**src/rtl/instr_encoder_pkg.sv**
```systemverilog
// Shared ISA constants: instruction kinds, opcodes, field bit positions and
// the word encoder used by both the encoder datapath and the control decoder.
package instr_encoder_pkg;

  typedef enum logic [2:0] {
    KIND_R    = 3'd0,
    KIND_ADDI = 3'd1,
    KIND_SUBI = 3'd2,
    KIND_SW   = 3'd3,
    KIND_LW   = 3'd4,
    KIND_BEQ  = 3'd5,
    KIND_J    = 3'd6,
    KIND_RSVD = 3'd7
  } kind_e;

  localparam logic [5:0] OP_R    = 6'b000000;
  localparam logic [5:0] OP_ADDI = 6'b001100;
  localparam logic [5:0] OP_SUBI = 6'b001101;
  localparam logic [5:0] OP_SW   = 6'b010000;
  localparam logic [5:0] OP_LW   = 6'b010001;
  localparam logic [5:0] OP_BEQ  = 6'b010011;
  localparam logic [5:0] OP_J    = 6'b011100;

  localparam int OP_LSB     = 26;
  localparam int RS_LSB     = 21;
  localparam int RT_LSB     = 16;
  localparam int RD_LSB     = 11;
  localparam int SHAMT_LSB  = 6;
  localparam int FUNCT_LSB  = 0;
  localparam int IMM_LSB    = 0;
  localparam int TARGET_LSB = 0;

  // Occupancy counter width; sized for DEPTH up to 7.
  localparam int COUNT_W = 3;

  function automatic logic [5:0] i_opcode(input kind_e kind);
    logic [5:0] op;
    case (kind)
      KIND_ADDI: op = OP_ADDI;
      KIND_SUBI: op = OP_SUBI;
      KIND_SW:   op = OP_SW;
      KIND_LW:   op = OP_LW;
      KIND_BEQ:  op = OP_BEQ;
      default:   op = OP_R;
    endcase
    return op;
  endfunction

  function automatic logic [31:0] encode_instr(
    input kind_e       kind,
    input logic [4:0]  rs,
    input logic [4:0]  rt,
    input logic [4:0]  rd,
    input logic [4:0]  shamt,
    input logic [5:0]  funct,
    input logic [15:0] imm,
    input logic [25:0] target
  );
    logic [31:0] w;
    w = '0;
    case (kind)
      KIND_R: begin
        w[OP_LSB +: 6]    = OP_R;
        w[RS_LSB +: 5]    = rs;
        w[RT_LSB +: 5]    = rt;
        w[RD_LSB +: 5]    = rd;
        w[SHAMT_LSB +: 5] = shamt;
        w[FUNCT_LSB +: 6] = funct;
      end
      KIND_J: begin
        w[OP_LSB +: 6]      = OP_J;
        w[TARGET_LSB +: 26] = target;
      end
      KIND_RSVD: w = '0;
      default: begin
        w[OP_LSB +: 6]   = i_opcode(kind);
        w[RS_LSB +: 5]   = rs;
        w[RT_LSB +: 5]   = rt;
        w[IMM_LSB +: 16] = imm;
      end
    endcase
    return w;
  endfunction

endpackage

```
**src/rtl/instr_fifo.sv**
```systemverilog
// Synchronous DEPTH-entry FIFO holding encoded instruction words; the head
// entry is presented combinationally so a pushed word is visible one edge later.
module instr_fifo
  import instr_encoder_pkg::*;
#(
  parameter int DEPTH = 4,
  parameter int WIDTH = 32
) (
  input  logic               clk,
  input  logic               rst,
  input  logic               push,
  input  logic [WIDTH-1:0]   wdata,
  input  logic               pop,
  output logic [WIDTH-1:0]   rdata,
  output logic [COUNT_W-1:0] count
);

  localparam int PTR_W = (DEPTH > 1) ? $clog2(DEPTH) : 1;
  localparam logic [PTR_W-1:0] LAST = PTR_W'(DEPTH - 1);

  logic [WIDTH-1:0]   mem [DEPTH];
  logic [PTR_W-1:0]   wr_ptr_reg;
  logic [PTR_W-1:0]   rd_ptr_reg;
  logic [COUNT_W-1:0] count_reg;
  logic               do_push;
  logic               do_pop;

  // Guard against overflow/underflow even if the caller misbehaves.
  assign do_push = push && !rst && (count_reg < COUNT_W'(DEPTH));
  assign do_pop  = pop && !rst && (count_reg != '0);

  always_ff @(posedge clk) begin
    if (rst) begin
      wr_ptr_reg <= '0;
      rd_ptr_reg <= '0;
      count_reg  <= '0;
    end else begin
      if (do_push) begin
        wr_ptr_reg <= (wr_ptr_reg == LAST) ? '0 : wr_ptr_reg + PTR_W'(1);
      end
      if (do_pop) begin
        rd_ptr_reg <= (rd_ptr_reg == LAST) ? '0 : rd_ptr_reg + PTR_W'(1);
      end
      case ({do_push, do_pop})
        2'b10:   count_reg <= count_reg + COUNT_W'(1);
        2'b01:   count_reg <= count_reg - COUNT_W'(1);
        default: count_reg <= count_reg;
      endcase
    end
  end

  // Storage is not reset; pointers alone define which entries are live.
  always_ff @(posedge clk) begin
    if (do_push) begin
      mem[wr_ptr_reg] <= wdata;
    end
  end

  assign rdata = mem[rd_ptr_reg];
  assign count = count_reg;

endmodule

```
**src/rtl/instr_encoder.sv**
```systemverilog
// Encodes instruction field bundles into 32-bit words, queues them in a FIFO,
// and tags each emitted word with a running byte address.
module instr_encoder
  import instr_encoder_pkg::*;
#(
  parameter int DEPTH  = 4,
  parameter int ADDR_W = 32
) (
  input  logic              clk,
  input  logic              rst,
  input  logic              in_valid,
  output logic              in_ready,
  input  logic [2:0]        in_kind,
  input  logic [4:0]        in_rs,
  input  logic [4:0]        in_rt,
  input  logic [4:0]        in_rd,
  input  logic [4:0]        in_shamt,
  input  logic [5:0]        in_funct,
  input  logic [15:0]       in_imm,
  input  logic [25:0]       in_target,
  output logic              out_valid,
  input  logic              out_ready,
  output logic [31:0]       out_instr,
  output logic [ADDR_W-1:0] out_addr,
  output logic [2:0]        count,
  output logic              err
);

  logic              accept;
  logic              push;
  logic              pop;
  logic              rsvd;
  logic [31:0]       word;
  logic              err_reg;
  logic [ADDR_W-1:0] addr_reg;

  // in_ready depends only on occupancy: a full FIFO never passes through.
  assign in_ready  = count < COUNT_W'(DEPTH);
  assign out_valid = count != '0;

  assign rsvd   = kind_e'(in_kind) == KIND_RSVD;
  assign accept = in_valid && in_ready && !rst;
  assign push   = accept && !rsvd;
  assign pop    = out_valid && out_ready && !rst;

  assign word = encode_instr(kind_e'(in_kind), in_rs, in_rt, in_rd, in_shamt,
                             in_funct, in_imm, in_target);

  always_ff @(posedge clk) begin
    if (rst) begin
      err_reg  <= 1'b0;
      addr_reg <= '0;
    end else begin
      err_reg <= accept && rsvd;
      if (pop) begin
        addr_reg <= addr_reg + ADDR_W'(4);
      end
    end
  end

  instr_fifo #(
    .DEPTH (DEPTH),
    .WIDTH (32)
  ) u_fifo (
    .clk   (clk),
    .rst   (rst),
    .push  (push),
    .wdata (word),
    .pop   (pop),
    .rdata (out_instr),
    .count (count)
  );

  assign out_addr = addr_reg;
  assign err      = err_reg;

endmodule

```
**config.mk**
```make
export PLATFORM = sky130hd
export DESIGN_NAME = instr_encoder
export DESIGN_NICKNAME = d
export VERILOG_FILES = /design/src/rtl/instr_encoder_pkg.sv /design/src/rtl/instr_fifo.sv /design/src/rtl/instr_encoder.sv
export SDC_FILE = /design/constraint.sdc
export NUM_CORES = 1
export LEC_CHECK = 0
export CAP_MARGIN = 20
export CORE_MARGIN = 8
export CORE_UTILIZATION = 50
export DETAILED_ROUTE_END_ITERATION = 10
export GPL_TIMING_DRIVEN = 0
export HOLD_SLACK_MARGIN = 0.08
export MAX_ROUTING_LAYER = met4
export PLACE_DENSITY = 0.78
export SLEW_MARGIN = 10
export SYNTH_ARGS = -nofsm -noshare
export SYNTH_HDL_FRONTEND = slang
export SYNTH_SLANG_ARGS = --single-unit
```
**constraint.sdc**
```tcl
create_clock -name clk -period 3.9 [get_ports clk]
set_input_delay 0.975 -clock clk [delete_from_list [all_inputs] [get_ports clk]]
set_output_delay 0.975 -clock clk [all_outputs]
set_load 0.01 [all_outputs]
```
==> reports/qor.txt <==
status: finished clean
most repeated cell in the gate-level netlist after synthesis: edfxtp_1
Post-synth EDFFs: 120
CTS H-Tree Depth: 4
Port Buf Inserts: 141
Synth async-reset ratio: 0
internal power: 3.09 mW
placed cells: 852
Crit Path Category: input port to register
Post-Syn Area: 0.00716 sq mm
Finished Core Util: 0.674
starting density of the core: 0.514
WL final: 18.2 mm
fraction of the yosys area taken by sequential cells: 0.615
max reg flops: 120
Top Usage Layer GRT: met2
Power Total: 4.02 mW
grt met2 use: 0.339
Synth Register Bits: 160
initial antenna violation count: 0
Sink Count: 160
Yosys cell types: 41
pin count of the biggest net entering global routing: 31
GRT Util Overall: 0.206
Die W: 136 um
cts bufs inserted: 17
crit path max fanout: 10
clk_lat worst skew: 0.42 ns
global route overflow: 0
syn avg cell area: 13.5 sq um
Startpoint Class: input port
first-pass GRT wire length: 28.5 mm
Worst R2R Start: u_fifo.count[2]
Yosys warning total: 0
Least-Margin Pin Slew: 0.837 ns
P_leak: 3.07 nW
min Tclk post-route: 3.59 ns
Vias: 5,149
post-synthesis cell count: 529
Seq pwr share: 0.472
part of the cycle the worst path needs: 0.920
CTS tree: done
# DRC: 0
power density cells: 428 mW/mm^2
Hold Startpoint: u_fifo.wr_ptr_reg[1]
Worst Hold Path EP: u_fifo.wr_ptr_reg[1]
clock share of power: 0.406
worst reg2reg setup slack: 1.76 ns
Die H: 136 um
Main synth FF type: edfxtp_1
Site Rows: 43
IO Pins: 145
post-DR wirelength/cell: 20.6 um
worst hold path type: register to register
final net count: 774
top cells by area, synth: edfxtp_1 50%, dfxtp_1 11%, mux4_2 9.4%
Switching Fraction: 0.231
Final setup viols: 0
Hold Path Stages: 2
synth cell count leaders: 120 x edfxtp_1, 52 x a21oi_1, 40 x dfxtp_1, 39 x nor2b_1, 30 x mux4_2
Hold Vio Cnt, Final: 0
post-cts sizing count: 0
Worst EP required: 4.24 ns
vias per cell: 5.82
Post-CTS Hold Buffers: 0
RSZ-0062 raised after global routing: false
met3 Resource Use GR: 0.0527
Root Driver: clkbuf_16
Cell Count, Final, Fillers Out: 885
area fraction of the dominant cell type after synthesis: 0.503
Placeable Area: 0.0139 sq mm
worst reg2reg path depth: 8
Comb pwr share: 0.122
clk slew on worst S/H paths: 0.06 ns
Max Cap Viol: 0
Post-CTS Setup Repair Bufs: 0
Max Slew Vio Count: 0
Starting DRT DRC Count: 463
fraction of layout cells with a size suffix above 1: 0.126
Worst setup EP type: register
drt pass-1 iters: 5
detailed-placement wirelength estimate: 12.5 mm
f_max: 279 MHz
reg2reg end: u_fifo.count[2]
Worst slew margin: 0.442
clk buf depth: 2
Die ar.: 0.0184 sq mm
VDD IR-drop max: 265 uV
Net Sw Power: 0.931 mW
Arr. time, crit path: 3.92 ns
Routed Antenna Nets: 0
cell taking the most area after synthesis: edfxtp_1
Clock Skews: 0.00856 ns
vias in the first global route: 5,466
GPL Wtd Cong: 0.854
synthesis-to-layout area growth: 31.2%
M1 GR Usage: 0.242
==> final cells by class <==
type / instances / area [sq um]
Multi-Input combinational cell: 326 / 2560
Tap cell: 180 / 225
Fill cell: 969 / 4540
Clock inverter: 15 / 159
Sequential cell: 160 / 4400
Timing Repair Buffer: 141 / 1410
Buffer: 36 / 180
Clock buffer: 17 / 425
Inverter: 9 / 33.8
Antenna cell: 1 / 2.50
==> placed cells by master (no fill, tap or decap), drive strengths merged, types with 2 or more instances in the layout <==
| master | count |
|---|---|
| xnor2 | 3 |
| o31ai | 12 |
| nand2b | 11 |
| clkdlybuf4s50 | 141 |
| or3 | 4 |
| nor2b | 39 |
| clkbuf | 36 |
| o21ai | 13 |
| nor2 | 20 |
| clkinvlp | 5 |
| inv | 14 |
| clkinv | 3 |
| conb | 3 |
| bufinv | 2 |
| edfxtp | 120 |
| mux2 | 6 |
| mux2i | 2 |
| and3 | 8 |
| mux4 | 30 |
| dfxtp | 40 |
| nand4 | 16 |
| nor4 | 8 |
| o31a | 4 |
| or4 | 11 |
| a211oi | 16 |
| o21a | 3 |
| xor2 | 7 |
| ha | 7 |
| a21oi | 52 |
| and4 | 5 |
| buf | 17 |
| nand3 | 15 |
| nand2 | 27 |
==> cells by family after synthesis <==
group / Yosys count / share of synthesized area
multiplexers: 38 / 0.107
AO/OA/AOI/OAI: 100 / 0.0830
XOR/XNOR: 10 / 0.0122
buffers and inverters: 45 / 0.0299
flip-flops: 160 / 0.615
adder cells (fa/ha/maj): 8 / 0.0150
AND/OR/NAND/NOR: 167 / 0.138
other: 1 / 0.000524
==> metal layers <==
layer  wire [um]  share of wire
met1        7710           0.42
met2        8970           0.49
met3        1270          0.070
met4         261          0.014
met5           0              0
==> through the flow <==
| stage | instance area, sq um | hold WS (ns) | setup slack, ns | TNS (ns) |
|---|---|---|---|---|
| final | 9400 | 0.504 | 0.314 | 0 |
| after global routing | 9400 | 0.529 | 0.105 | 0 |
| after CTS | 9400 | 0.505 | 0.351 | 0 |
| after detailed placement | 8810 | 0.490 | -0.0871 | -0.0871 |
| after global placement | 8810 | 0.475 | -0.0393 | -0.0393 |
| after floorplan | 7170 | 0.454 | 0.991 | 0 |
==> power by group through the flow <==
stage,combinational (mW),clock (mW),sequential [mW]
3_3_place_gp,0.475,0,1.93
4_1_cts,0.491,1.66,1.90
3_5_place_dp,0.488,0,1.93
5_1_grt,0.528,1.72,1.90
6_report,0.490,1.63,1.90
2_1_floorplan,0.245,0,1.93
==> worst max-delay path, cell delays in order <==
cell	delay [ns]
clkdlybuf4s50_1	0.56
clkbuf_1	0.36
clkbuf_1	0.45
clkbuf_1	0.43
nor2_1	0.10
ha_1	0.25
inv_1	0.07
fa_1	0.18
xor2_1	0.07
or3_1	0.31
a21oi_1	0.15
==> how the worst max path moves through the flow <==
stage	start	to	slack, ns	depth (start not counted)
2_1_floorplan	rst	u_fifo.count[2]	0.99	10
3_3_place_gp	rst	u_fifo.count[2]	-0.04	11
3_5_place_dp	rst	u_fifo.count[2]	-0.09	11
4_1_cts	rst	u_fifo.count[2]	0.35	11
5_1_grt	rst	u_fifo.count[2]	0.10	11
6_report	rst	u_fifo.count[2]	0.31	11
Power figures use the tool's default switching activity.
